===== src/rtl/ahb_uart_lite.sv =====
// ahb_uart_lite: AHB-Lite console UART. Zero-wait-state register window
// (DATA, STATUS, CTRL, reserved), byte FIFOs on both directions and a fixed
// CLK_DIV clocks-per-bit 8N1 serializer/deserializer.
//
// TX and RX FSMs share one encoding:
//   state   | meaning
//   S_IDLE  | line idle (TX: waiting for FIFO data, RX: waiting for falling edge)
//   S_START | start bit (TX: driving 0, RX: half-bit check for a real start)
//   S_DATA  | 8 data bits, LSB first, one bit per CLK_DIV cycles
//   S_STOP  | stop bit (TX: driving 1, RX: sampling and pushing the byte)

// Byte FIFO with one extra pointer bit to tell full from empty.
module ahb_uart_lite_fifo #(
    parameter int DEPTH = 8
) (
    input  logic       clk,
    input  logic       rst_n,
    input  logic       push,
    input  logic [7:0] din,
    input  logic       pop,
    output logic [7:0] head,
    output logic       empty,
    output logic       full
);
    localparam int AW = $clog2(DEPTH);

    logic [7:0]  mem [DEPTH];
    logic [AW:0] wr_ptr;
    logic [AW:0] rd_ptr;
    logic        do_push;
    logic        do_pop;

    assign empty   = (wr_ptr == rd_ptr);
    assign full    = (wr_ptr[AW-1:0] == rd_ptr[AW-1:0]) && (wr_ptr[AW] != rd_ptr[AW]);
    assign do_push = push & ~full;
    assign do_pop  = pop & ~empty;
    assign head    = mem[rd_ptr[AW-1:0]];

    // Pointers wrap by natural overflow of the extra bit.
    always_ff @(posedge clk or negedge rst_n) begin
        if (!rst_n) begin
            wr_ptr <= '0;
            rd_ptr <= '0;
        end else begin
            if (do_push) wr_ptr <= wr_ptr + 1'b1;
            if (do_pop)  rd_ptr <= rd_ptr + 1'b1;
        end
    end

    // Storage needs no reset: entries are only read once written.
    always_ff @(posedge clk) begin
        if (do_push) mem[wr_ptr[AW-1:0]] <= din;
    end
endmodule

module ahb_uart_lite #(
    parameter int CLK_DIV    = 868,
    parameter int FIFO_DEPTH = 8
) (
    input  logic        clk,
    input  logic        rst_n,
    input  logic        hsel,
    input  logic [1:0]  htrans,
    input  logic [2:0]  hsize,
    input  logic [31:0] haddr,
    input  logic        hwrite,
    input  logic [31:0] hwdata,
    input  logic        hready,
    output logic [31:0] hrdata,
    output logic        hreadyout,
    output logic        hresp,
    input  logic        rxd,
    output logic        txd,
    output logic        irq
);
    localparam int CW = $clog2(CLK_DIV);
    localparam logic [CW-1:0] BIT_LAST  = CW'(CLK_DIV - 1);
    localparam logic [CW-1:0] HALF_LAST = CW'(CLK_DIV / 2 - 1);
    localparam logic [CW-1:0] CNT_ONE   = CW'(1);

    localparam logic [1:0] S_IDLE  = 2'd0;
    localparam logic [1:0] S_START = 2'd1;
    localparam logic [1:0] S_DATA  = 2'd2;
    localparam logic [1:0] S_STOP  = 2'd3;

    // Bus data-phase state.
    logic       dp_valid;
    logic       dp_write;
    logic       dp_lane0;
    logic [1:0] dp_addr;
    logic       rd_phase;
    logic       wr_done;
    logic       rd_done;

    // Register state.
    logic [1:0] ctrl;
    logic       overrun;
    logic       frame_err;

    // FIFO hookup.
    logic       tx_push;
    logic       tx_pop;
    logic [7:0] tx_head;
    logic       tx_empty;
    logic       tx_full;
    logic       rx_push;
    logic       rx_pop;
    logic [7:0] rx_head;
    logic       rx_empty;
    logic       rx_full;

    // TX engine.
    logic [1:0]    tx_state;
    logic [CW-1:0] tx_cnt;
    logic [7:0]    tx_sh;
    logic [2:0]    tx_bit;
    logic          tx_idle;

    // RX engine.
    logic          rx_meta;
    logic          rx_sync;
    logic          rx_prev;
    logic [1:0]    rx_state;
    logic [CW-1:0] rx_cnt;
    logic [7:0]    rx_sh;
    logic [2:0]    rx_bit;
    logic          rx_stop_end;
    logic          ferr_set;
    logic          ovr_set;

    logic          stat_rd;
    logic          unused_ok;

    assign hreadyout = 1'b1;
    assign hresp     = 1'b0;
    // Only lane 0 and the word offset are decoded; the rest is don't-care.
    assign unused_ok = ^{hsize, haddr[31:4], hwdata[31:8]};

    // Capture the address phase of every accepted transfer.
    always_ff @(posedge clk or negedge rst_n) begin
        if (!rst_n) begin
            dp_valid <= 1'b0;
            dp_write <= 1'b0;
            dp_lane0 <= 1'b0;
            dp_addr  <= 2'd0;
        end else if (hready) begin
            dp_valid <= hsel & htrans[1];
            dp_write <= hwrite;
            dp_lane0 <= (haddr[1:0] == 2'b00);
            dp_addr  <= haddr[3:2];
        end
    end

    assign rd_phase = dp_valid & ~dp_write;
    assign wr_done  = dp_valid & dp_write & hready;
    assign rd_done  = rd_phase & hready;
    assign tx_push  = wr_done & dp_lane0 & (dp_addr == 2'd0);
    assign rx_pop   = rd_done & (dp_addr == 2'd0);
    assign stat_rd  = rd_done & (dp_addr == 2'd1);
    assign tx_idle  = tx_empty & (tx_state == S_IDLE);

    // Read mux; zero outside a read data phase.
    always_comb begin
        hrdata = 32'h0;
        if (rd_phase) begin
            case (dp_addr)
                2'd0:    hrdata[7:0] = rx_empty ? 8'h00 : rx_head;
                2'd1:    hrdata[4:0] = {frame_err, overrun, tx_idle, tx_full, ~rx_empty};
                2'd2:    hrdata[1:0] = ctrl;
                default: hrdata = 32'h0;
            endcase
        end
    end

    // CTRL register, sticky status bits (set beats clear) and the irq flop.
    always_ff @(posedge clk or negedge rst_n) begin
        if (!rst_n) begin
            ctrl      <= 2'b00;
            overrun   <= 1'b0;
            frame_err <= 1'b0;
            irq       <= 1'b0;
        end else begin
            if (wr_done && dp_lane0 && dp_addr == 2'd2) ctrl <= hwdata[1:0];
            if (ovr_set)       overrun <= 1'b1;
            else if (stat_rd)  overrun <= 1'b0;
            if (ferr_set)      frame_err <= 1'b1;
            else if (stat_rd)  frame_err <= 1'b0;
            irq <= (ctrl[0] & ~rx_empty) | (ctrl[1] & tx_empty);
        end
    end

    ahb_uart_lite_fifo #(.DEPTH(FIFO_DEPTH)) u_tx_fifo (
        .clk   (clk),
        .rst_n (rst_n),
        .push  (tx_push),
        .din   (hwdata[7:0]),
        .pop   (tx_pop),
        .head  (tx_head),
        .empty (tx_empty),
        .full  (tx_full)
    );

    ahb_uart_lite_fifo #(.DEPTH(FIFO_DEPTH)) u_rx_fifo (
        .clk   (clk),
        .rst_n (rst_n),
        .push  (rx_push),
        .din   (rx_sh),
        .pop   (rx_pop),
        .head  (rx_head),
        .empty (rx_empty),
        .full  (rx_full)
    );

    // A new byte is loaded from IDLE or straight out of a finished stop bit.
    assign tx_pop = ~tx_empty & ((tx_state == S_IDLE) ||
                                 (tx_state == S_STOP && tx_cnt == '0));

    // TX serializer: start, 8 data bits LSB first, stop; txd is a flop.
    always_ff @(posedge clk or negedge rst_n) begin
        if (!rst_n) begin
            tx_state <= S_IDLE;
            tx_cnt   <= '0;
            tx_sh    <= 8'h00;
            tx_bit   <= 3'd0;
            txd      <= 1'b1;
        end else begin
            case (tx_state)
                S_IDLE: begin
                    if (!tx_empty) begin
                        tx_state <= S_START;
                        tx_sh    <= tx_head;
                        tx_cnt   <= BIT_LAST;
                        txd      <= 1'b0;
                    end
                end
                S_START: begin
                    if (tx_cnt == '0) begin
                        tx_state <= S_DATA;
                        txd      <= tx_sh[0];
                        tx_sh    <= {1'b0, tx_sh[7:1]};
                        tx_bit   <= 3'd0;
                        tx_cnt   <= BIT_LAST;
                    end else begin
                        tx_cnt <= tx_cnt - CNT_ONE;
                    end
                end
                S_DATA: begin
                    if (tx_cnt == '0) begin
                        tx_cnt <= BIT_LAST;
                        if (tx_bit == 3'd7) begin
                            tx_state <= S_STOP;
                            txd      <= 1'b1;
                        end else begin
                            tx_bit <= tx_bit + 3'd1;
                            txd    <= tx_sh[0];
                            tx_sh  <= {1'b0, tx_sh[7:1]};
                        end
                    end else begin
                        tx_cnt <= tx_cnt - CNT_ONE;
                    end
                end
                default: begin
                    if (tx_cnt == '0) begin
                        if (!tx_empty) begin
                            tx_state <= S_START;
                            tx_sh    <= tx_head;
                            tx_cnt   <= BIT_LAST;
                            txd      <= 1'b0;
                        end else begin
                            tx_state <= S_IDLE;
                        end
                    end else begin
                        tx_cnt <= tx_cnt - CNT_ONE;
                    end
                end
            endcase
        end
    end

    // Two-flop synchronizer on rxd plus a delayed copy for edge detection.
    always_ff @(posedge clk or negedge rst_n) begin
        if (!rst_n) begin
            rx_meta <= 1'b1;
            rx_sync <= 1'b1;
            rx_prev <= 1'b1;
        end else begin
            rx_meta <= rxd;
            rx_sync <= rx_meta;
            rx_prev <= rx_sync;
        end
    end

    assign rx_stop_end = (rx_state == S_STOP) && (rx_cnt == '0);
    assign rx_push     = rx_stop_end & rx_sync;
    assign ovr_set     = rx_push & rx_full;
    assign ferr_set    = rx_stop_end & ~rx_sync;

    // RX deserializer: half-bit start check, then one sample per bit time.
    always_ff @(posedge clk or negedge rst_n) begin
        if (!rst_n) begin
            rx_state <= S_IDLE;
            rx_cnt   <= '0;
            rx_sh    <= 8'h00;
            rx_bit   <= 3'd0;
        end else begin
            case (rx_state)
                S_IDLE: begin
                    if (rx_prev && !rx_sync) begin
                        rx_state <= S_START;
                        rx_cnt   <= HALF_LAST;
                    end
                end
                S_START: begin
                    if (rx_cnt == '0) begin
                        rx_state <= rx_sync ? S_IDLE : S_DATA;
                        rx_cnt   <= BIT_LAST;
                        rx_bit   <= 3'd0;
                    end else begin
                        rx_cnt <= rx_cnt - CNT_ONE;
                    end
                end
                S_DATA: begin
                    if (rx_cnt == '0) begin
                        rx_sh  <= {rx_sync, rx_sh[7:1]};
                        rx_cnt <= BIT_LAST;
                        if (rx_bit == 3'd7) rx_state <= S_STOP;
                        else                rx_bit   <= rx_bit + 3'd1;
                    end else begin
                        rx_cnt <= rx_cnt - CNT_ONE;
                    end
                end
                default: begin
                    if (rx_cnt == '0) rx_state <= S_IDLE;
                    else              rx_cnt   <= rx_cnt - CNT_ONE;
                end
            endcase
        end
    end
endmodule

===== config.mk =====
export PLATFORM = sky130hd
export DESIGN_NAME = ahb_uart_lite
export DESIGN_NICKNAME = d
export VERILOG_FILES = /design/src/rtl/ahb_uart_lite.sv
export SDC_FILE = /design/constraint.sdc
export NUM_CORES = 1
export LEC_CHECK = 0
export ABC_AREA = 0
export CAP_MARGIN = 15
export CORE_MARGIN = 2
export CORE_UTILIZATION = 57
export CTS_CLUSTER_DIAMETER = 80
export DETAILED_ROUTE_END_ITERATION = 7
export HOLD_SLACK_MARGIN = 0.06
export PLACE_DENSITY = 0.81
export SYNTH_ARGS = -nofsm -noshare
export SYNTH_HDL_FRONTEND = slang
export SYNTH_HIERARCHICAL = 1
export SYNTH_SLANG_ARGS = --single-unit

===== constraint.sdc =====
create_clock -name clk -period 4.83 [get_ports clk]
set_input_delay 1.2075 -clock clk [delete_from_list [all_inputs] [get_ports clk]]
set_output_delay 1.2075 -clock clk [all_outputs]
set_load 0.005 [all_outputs]

==> results of run 1 <==
## cell usage after synthesis, drive strengths merged, types with 11 or more instances
master | count | area, um^2
edfxtp | 128 | 3844
o21ai | 21 | 105.1
nand2 | 23 | 88.84
buf | 44 | 341.6
a21oi | 13 | 65.06
a22o | 12 | 105.1
nor2 | 28 | 105.1
dfrtp | 72 | 1802
mux2 | 53 | 623.1
inv | 20 | 75.07
mux4 | 32 | 758.2
nor4 | 15 | 123.9
xnor2 | 11 | 96.34
clkbuf | 14 | 52.55
ha | 20 | 250.2
## state kept, by name (all words and copies together) (netlist names), 4 cells and up
signal	count
u_rx_fifo/mem	64
u_tx_fifo/mem	64
rx_cnt	10
tx_cnt	10
rx_sh	8
tx_sh	8
u_rx_fifo/rd_ptr	4
u_rx_fifo/wr_ptr	4
u_tx_fifo/rd_ptr	4
u_tx_fifo/wr_ptr	4
## cells by family (layout without fill, tap and decap cells)
family                     count (synthesis)  after routing  synth area share (%)
AOI/OAI and AO/OA                        111            111                 8.906
DFF                                      204            204                 58.47
xor gates and xnor gates                  21             21                 2.366
muxes                                     87             87                 14.25
buffers and inverters                     78            111                 4.771
other                                      2             26               0.07636
adders and majority gates                 20             20                 2.545
and+or+nand+nor                          142            142                 8.614
## metrics by stage
step	total power [mW]	worst slack, ns	instance area [um^2]	cells	utilization (%)
floorplan	3.337	1.270	9925	689	-
global placement	3.553	1.102	10260	907	60.17
detailed placement	3.639	0.9588	10260	907	60.17
CTS	5.190	0.3991	10930	947	64.08
global route	5.453	0.1581	10930	947	64.08
finish	5.186	0.3613	10930	947	64.08
## worst paths after layout
kind	depth (start not counted)	slack (ns)	to
max	7	0.36	hrdata[1]
max in group asynchronous	1	3.32	rx_state[1]
min	0	0.36	rx_sync
min in group asynchronous	1	0.86	tx_cnt[2]
min reg2reg	0	0.36	rx_sync
max reg2reg	8	1.34	u_rx_fifo/mem[6][4]
## per-layer routing
| metal | global-route usage, % | vias up | part of all wire [%] |
|---|---|---|---|
| met4 | 5.556 | 0 | 2.0 |
| met3 | 3.442 | 40 | 7.0 |
| met1 | 30.09 | 3003 | 41 |
| met2 | 38.24 | 284 | 50 |
| li1 | - | 2650 | - |
| met5 | 0 | - | 0 |
## power groups by stage
stage	Clock (mW)	Combinational (mW)	Sequential, mW
after floorplan	0	1.19	2.14
after global placement	0	1.37	2.18
after detailed placement	0	1.44	2.20
after CTS	1.57	1.46	2.17
after global routing	1.64	1.62	2.19
final	1.55	1.47	2.17
## area by class of cell
cell class                      instances  area, um^2
Fill cell                            1161        6127
Sequential cell                       204        5751
Multi-Input combinational cell        407        3705
Clock buffer                           30       611.8
Timing Repair Buffer                   51       450.4
Tap cell                              225       281.5
Inverter                               20       75.07
Clock inverter                         10       55.05
## cells in the final DEF (no fill, tap or decap), types with 10 or more instances in the layout
master                            netlist  final
sky130_fd_sc_hd__dfrtp_1               72     72
sky130_fd_sc_hd__nor2_1                28     28
sky130_fd_sc_hd__mux4_2                22     22
sky130_fd_sc_hd__clkdlybuf4s50_1        0     27
sky130_fd_sc_hd__ha_1                  20     20
sky130_fd_sc_hd__mux2_2                44     44
sky130_fd_sc_hd__mux4_1                10     10
sky130_fd_sc_hd__inv_1                 20     20
sky130_fd_sc_hd__conb_1                 2     26
sky130_fd_sc_hd__nand2_1               22     22
sky130_fd_sc_hd__buf_4                 28     24
sky130_fd_sc_hd__xnor2_1               11     11
sky130_fd_sc_hd__a21oi_1               13     13
sky130_fd_sc_hd__nor3_1                10     10
sky130_fd_sc_hd__o21ai_0               21     21
sky130_fd_sc_hd__a22o_1                12     12
sky130_fd_sc_hd__nor4_1                13     13
sky130_fd_sc_hd__edfxtp_1             128    128
sky130_fd_sc_hd__clkbuf_16              0     23
## worst max-delay path, delay by kind of cell (launching register included)
| family | cells | cell delay (ns) |
|---|---|---|
| flip-flops | 1 | 0.59 |
| AND/OR/NAND/NOR | 3 | 0.98 |
| AO/OA/AOI/OAI | 2 | 0.44 |
| XOR/XNOR | 1 | 0.29 |
| buffers and inverters | 1 | 0.46 |
==> run_summary.xml, run 1 <==
<?xml version="1.0" encoding="UTF-8"?>
<metrics>
  <group name="run_status">
    <metric name="outcome" unit="">complete, no violations</metric>
  </group>
  <group name="timing">
    <metric name="timing.clock.skew" unit="ns">0.02386</metric>
    <metric name="finalHoldViolCount" unit="">0</metric>
    <metric name="finalCriticalPeriod" unit="ns">4.469</metric>
    <metric name="fmax" unit="MHz">223.8</metric>
    <metric name="tns" unit="ns">0</metric>
    <metric name="post-route-period-util" unit="%">92.52</metric>
    <metric name="unrepaired_setup_endpoints_after_global_routing" unit="">false</metric>
    <metric name="tightest_slew" unit="ns">0.9841</metric>
    <metric name="relSlewSlack" unit="%">34.39</metric>
    <metric name="setup_viol_count_final" unit="">0</metric>
    <metric name="slew_viols_final" unit="">0</metric>
    <metric name="timing.hold.ws" unit="ns">0.3587</metric>
  </group>
  <group name="setup_path">
    <metric name="crit_path_most_repeated_cell" unit="">sky130_fd_sc_hd__nor2_1</metric>
    <metric name="start_of_the_worst_register_to_register_path" unit="">rx_cnt[0]</metric>
    <metric name="timing.critical_path.slowest_cell_delay" unit="ns">0.63</metric>
    <metric name="cp.arrival" unit="ns">3.26</metric>
    <metric name="critical_path.startpoint_type" unit="">register</metric>
    <metric name="critPathCaptureType" unit="">output port</metric>
    <metric name="critical_path_required" unit="ns">3.62</metric>
    <metric name="startpoint" unit="">u_rx_fifo/wr_ptr[0]</metric>
    <metric name="path_cells" unit="">xor2_1 &gt; nor4_1 &gt; nor2_1 &gt; a22oi_1 &gt; a2bb2oi_1 &gt; nor2_1 &gt; clkdlybuf4s50_1</metric>
    <metric name="worst-path-max-fanout" unit="">12</metric>
    <metric name="critical_path.slowest_cell" unit="">sky130_fd_sc_hd__nor4_1</metric>
    <metric name="criticalPathCategory" unit="">register to output port</metric>
  </group>
  <group name="die">
    <metric name="core_rows" unit="">48</metric>
    <metric name="initial_core_utilization" unit="%">57.66</metric>
    <metric name="fp.dieArea" unit="mm^2">0.01832</metric>
    <metric name="die_h" unit="um">135.4</metric>
    <metric name="fp.dieW" unit="um">135.4</metric>
    <metric name="io_pins" unit="">111</metric>
    <metric name="core" unit="mm^2">0.01706</metric>
  </group>
  <group name="grt">
    <metric name="grt_pass1_wl" unit="um">31760</metric>
    <metric name="globalRouteOverflowTotal" unit="">0</metric>
    <metric name="initial_antenna_violation_count" unit="">0</metric>
    <metric name="grt_start_max_net_pins" unit="">77</metric>
    <metric name="globalRouteTotalUtil" unit="%">22.25</metric>
    <metric name="via_count_of_the_first_global_routing_pass" unit="">5871</metric>
  </group>
  <group name="power">
    <metric name="cellLeakagePower" unit="nW">4.113</metric>
    <metric name="switching_share" unit="%">31.26</metric>
    <metric name="comb_power_share" unit="%">28.3</metric>
    <metric name="power.density_cell_area" unit="mW/mm^2">474.5</metric>
    <metric name="max-vdd-ir-drop" unit="mV">0.3619</metric>
    <metric name="share_clk_of_total_power" unit="%">29.8</metric>
    <metric name="netSwitchingPower" unit="mW">1.621</metric>
    <metric name="cell_internal_pwr" unit="mW">3.565</metric>
    <metric name="share_seq_of_total_power" unit="%">41.9</metric>
  </group>
  <group name="detailed_routing">
    <metric name="avgRoutedWirePerCell" unit="um">20.86</metric>
    <metric name="number_of_design_rule_violations_left_by_the_first_detailed_router_iteration" unit="">486</metric>
    <metric name="route.detailed.vias_per_inst" unit="">6.312</metric>
    <metric name="route.detailed.drc" unit="">0</metric>
    <metric name="dr.pass1.iters" unit="">5</metric>
    <metric name="routed_wirelength" unit="um">19760</metric>
    <metric name="detailroute.via_count" unit="">5977</metric>
    <metric name="final_antenna_net_count" unit="">0</metric>
  </group>
  <group name="layout">
    <metric name="num-nets-final" unit="">801</metric>
    <metric name="drive_above_1_share" unit="%">21.05</metric>
    <metric name="area_growth_syn_to_layout" unit="%">11.13</metric>
    <metric name="num_antenna_cells" unit="">0</metric>
  </group>
  <group name="synth">
    <metric name="yosysSeqAreaShare" unit="%">58.47</metric>
    <metric name="synth-main-ff-cell" unit="">sky130_fd_sc_hd__edfxtp_1</metric>
    <metric name="netlist_instances" unit="">665</metric>
    <metric name="synth_seq_cells" unit="">204</metric>
    <metric name="avgSynthCellArea" unit="um^2">14.79</metric>
    <metric name="synth.lib_cells_used.distinct" unit="">80</metric>
    <metric name="edff_count_synth" unit="">128</metric>
    <metric name="yosysWarnings" unit="">6</metric>
    <metric name="syn_area" unit="mm^2">0.009834</metric>
    <metric name="synth-async-reset-ratio" unit="%">37.25</metric>
  </group>
  <group name="clocking">
    <metric name="post_cts_hold_buffer_count" unit="">0</metric>
    <metric name="cts.reportedPaths.clkPinSlew" unit="ns">0.06</metric>
    <metric name="cts_num_sinks" unit="">204</metric>
    <metric name="cts-root-to-sink-buffers" unit="">3</metric>
    <metric name="cts_tree" unit="">done</metric>
    <metric name="cts_post_setup_buffers_inserted" unit="">0</metric>
    <metric name="post_cts.resized_instances" unit="">0</metric>
    <metric name="cts_max_level" unit="">1</metric>
    <metric name="clk-insertion-delay-late" unit="ns">0.51</metric>
    <metric name="clk_root_buffer_cell" unit="">sky130_fd_sc_hd__clkbuf_16</metric>
    <metric name="cts_bufs_inserted" unit="">22</metric>
  </group>
  <group name="place">
    <metric name="buffer_ports.inserted" unit="">28</metric>
    <metric name="dp_hpwl" unit="um">12610</metric>
    <metric name="gp_congestion" unit="">0.8674</metric>
  </group>
  <group name="hold_path">
    <metric name="hold_path.class" unit="">register to register</metric>
    <metric name="min_from" unit="">rx_meta</metric>
  </group>
  <group name="run">
    <metric name="drv_cap" unit="">0</metric>
  </group>
</metrics>
(Power assumes the default switching activity.)
==> run 2: changes to the inputs <==
- ABC_AREA: 0 -> not set
- CORE_UTILIZATION: 57 -> 50
- PLACE_DENSITY: 0.81 -> 0.72
==> run_summary.xml, run 2 (synthesis gave the netlist of run 1 again) <==
<?xml version="1.0" encoding="UTF-8"?>
<metrics>
  <group name="timing">
    <metric name="timing.hold.ws" unit="ns">0.3541</metric>
    <metric name="unrepaired_setup_endpoints_after_global_routing" unit="">false</metric>
    <metric name="fmax" unit="MHz">231.9</metric>
    <metric name="finalHoldViolCount" unit="">0</metric>
    <metric name="timing.clock.skew" unit="ns">0.01283</metric>
    <metric name="slew_viols_final" unit="">0</metric>
    <metric name="post-route-period-util" unit="%">89.27</metric>
    <metric name="relSlewSlack" unit="%">32.86</metric>
    <metric name="setup_viol_count_final" unit="">0</metric>
    <metric name="tightest_slew" unit="ns">1.007</metric>
    <metric name="finalCriticalPeriod" unit="ns">4.312</metric>
    <metric name="tns" unit="ns">0</metric>
  </group>
  <group name="clocking">
    <metric name="cts_num_sinks" unit="">204</metric>
    <metric name="cts-root-to-sink-buffers" unit="">3</metric>
    <metric name="cts_bufs_inserted" unit="">22</metric>
    <metric name="post_cts_hold_buffer_count" unit="">0</metric>
    <metric name="cts_tree" unit="">done</metric>
    <metric name="cts_max_level" unit="">1</metric>
    <metric name="clk-insertion-delay-late" unit="ns">0.50</metric>
    <metric name="cts_post_setup_buffers_inserted" unit="">0</metric>
    <metric name="cts.reportedPaths.clkPinSlew" unit="ns">0.06</metric>
    <metric name="clk_root_buffer_cell" unit="">sky130_fd_sc_hd__clkbuf_16</metric>
    <metric name="post_cts.resized_instances" unit="">0</metric>
  </group>
  <group name="die">
    <metric name="fp.dieArea" unit="mm^2">0.02081</metric>
    <metric name="die_h" unit="um">144.2</metric>
    <metric name="io_pins" unit="">111</metric>
    <metric name="core_rows" unit="">51</metric>
    <metric name="initial_core_utilization" unit="%">50.70</metric>
    <metric name="fp.dieW" unit="um">144.2</metric>
    <metric name="core" unit="mm^2">0.01940</metric>
  </group>
  <group name="layout">
    <metric name="num-nets-final" unit="">800</metric>
    <metric name="num_antenna_cells" unit="">0</metric>
    <metric name="area_growth_syn_to_layout" unit="%">12.38</metric>
    <metric name="drive_above_1_share" unit="%">21.36</metric>
    <metric name="most_common_library_cell_in_the_layout_ignoring_fill_and_taps" unit="">sky130_fd_sc_hd__edfxtp_1</metric>
    <metric name="most_frequent_cells_in_the_layout" unit="">sky130_fd_sc_hd__edfxtp_1 (128), sky130_fd_sc_hd__dfrtp_1 (72), sky130_fd_sc_hd__mux2_2 (44)</metric>
  </group>
  <group name="detailed_routing">
    <metric name="detailroute.via_count" unit="">5689</metric>
    <metric name="final_antenna_net_count" unit="">0</metric>
    <metric name="avgRoutedWirePerCell" unit="um">18.86</metric>
    <metric name="routed_wirelength" unit="um">18600</metric>
    <metric name="route.detailed.vias_per_inst" unit="">5.770</metric>
    <metric name="dr.pass1.iters" unit="">5</metric>
    <metric name="number_of_design_rule_violations_left_by_the_first_detailed_router_iteration" unit="">418</metric>
    <metric name="route.detailed.drc" unit="">0</metric>
  </group>
  <group name="setup_path">
    <metric name="critical_path_required" unit="ns">3.62</metric>
    <metric name="critical_path.startpoint_type" unit="">register</metric>
    <metric name="cp.arrival" unit="ns">3.10</metric>
    <metric name="criticalPathCategory" unit="">register to output port</metric>
    <metric name="r2r_setup_slack" unit="ns">1.33</metric>
    <metric name="worst-path-max-fanout" unit="">12</metric>
    <metric name="critPathCaptureType" unit="">output port</metric>
  </group>
  <group name="grt">
    <metric name="grt_pass1_wl" unit="um">30130</metric>
    <metric name="grt_start_max_net_pins" unit="">77</metric>
    <metric name="initial_antenna_violation_count" unit="">0</metric>
    <metric name="globalRouteTotalUtil" unit="%">18.44</metric>
    <metric name="globalRouteOverflowTotal" unit="">0</metric>
    <metric name="via_count_of_the_first_global_routing_pass" unit="">5736</metric>
  </group>
  <group name="run">
    <metric name="drv_cap" unit="">0</metric>
  </group>
  <group name="run_status">
    <metric name="outcome" unit="">complete, no violations</metric>
  </group>
  <group name="hold_path">
    <metric name="hold_path.class" unit="">register to register</metric>
  </group>
  <group name="place">
    <metric name="gp_congestion" unit="">0.8748</metric>
    <metric name="buffer_ports.inserted" unit="">28</metric>
    <metric name="dp_hpwl" unit="um">12270</metric>
  </group>
  <group name="power">
    <metric name="cellLeakagePower" unit="nW">4.144</metric>
    <metric name="max-vdd-ir-drop" unit="mV">0.4039</metric>
    <metric name="power.density_cell_area" unit="mW/mm^2">480.8</metric>
  </group>
</metrics>
[run 2: cell count changes in the layout (fill, tap and decap cells not counted)]
cell and delta:
sky130_fd_sc_hd__inv_6 -1, sky130_fd_sc_hd__nor4_1 -1, sky130_fd_sc_hd__clkbuf_1 +1, sky130_fd_sc_hd__nor4_2 +1
sky130_fd_sc_hd__buf_4 -1, sky130_fd_sc_hd__bufinv_16 +3, sky130_fd_sc_hd__clkinv_1 -3
[run 2: per-stage QoR]
step	total power, mW	instance area (um^2)	std cells	utilization [%]	worst slack, ns
finish	5.313	11050	986	56.97	0.5182
global route	5.577	11050	986	56.97	0.3038
CTS	5.340	11050	986	56.94	0.2314
detailed placement	3.630	10300	946	53.12	0.7853
global placement	3.547	10300	946	53.12	0.8373
floorplan	3.337	9925	689	-	1.270
[run 2: area by class of cell]
| cell class | count | area [um^2] |
|---|---|---|
| Timing Repair Buffer | 50 | 442.9 |
| Clock inverter | 9 | 125.1 |
| Sequential cell | 204 | 5751 |
| Multi-Input combinational cell | 407 | 3711 |
| Inverter | 20 | 75.07 |
| Clock buffer | 31 | 615.6 |
| Tap cell | 265 | 331.6 |
| Fill cell | 1481 | 8347 |
[run 2: where the power goes]
group          switching, mW  internal [mW]  total, mW
Clock                  0.653           1.05       1.70
Combinational          0.775          0.666       1.44
Sequential             0.162           2.01       2.17
[run 2: routing by layer]
metal | track usage, % | vias up | part of all wire, %
met1 | 24.96 | 2841 | 43
met2 | 31.05 | 171 | 50
met3 | 2.980 | 33 | 5.3
li1 | - | 2644 | -
met5 | 0 | - | 0
met4 | 5.468 | 0 | 2.1
[run 2: final timing paths]
kind                                      from                  end  cells after the start
setup / recovery           u_rx_fifo/rd_ptr[2]            hrdata[1]                      7
hold / removal                         rx_meta              rx_sync                      0
setup reg to reg                     rx_cnt[0]  u_rx_fifo/mem[5][4]                      8
hold reg to reg                        rx_meta              rx_sync                      0
max in group asynchronous                rst_n            rx_bit[1]                      1
min in group asynchronous                rst_n            tx_bit[2]                      1
[run 2: critical path: stages, from the launching register on]
cell,delay (ns)
sky130_fd_sc_hd__dfrtp_1,0.78
sky130_fd_sc_hd__xor2_2,0.27
sky130_fd_sc_hd__nor4_2,0.41
sky130_fd_sc_hd__nor2_1,0.20
sky130_fd_sc_hd__a22oi_1,0.21
sky130_fd_sc_hd__a2bb2oi_1,0.22
sky130_fd_sc_hd__nor2_1,0.08
sky130_fd_sc_hd__clkdlybuf4s50_1,0.45
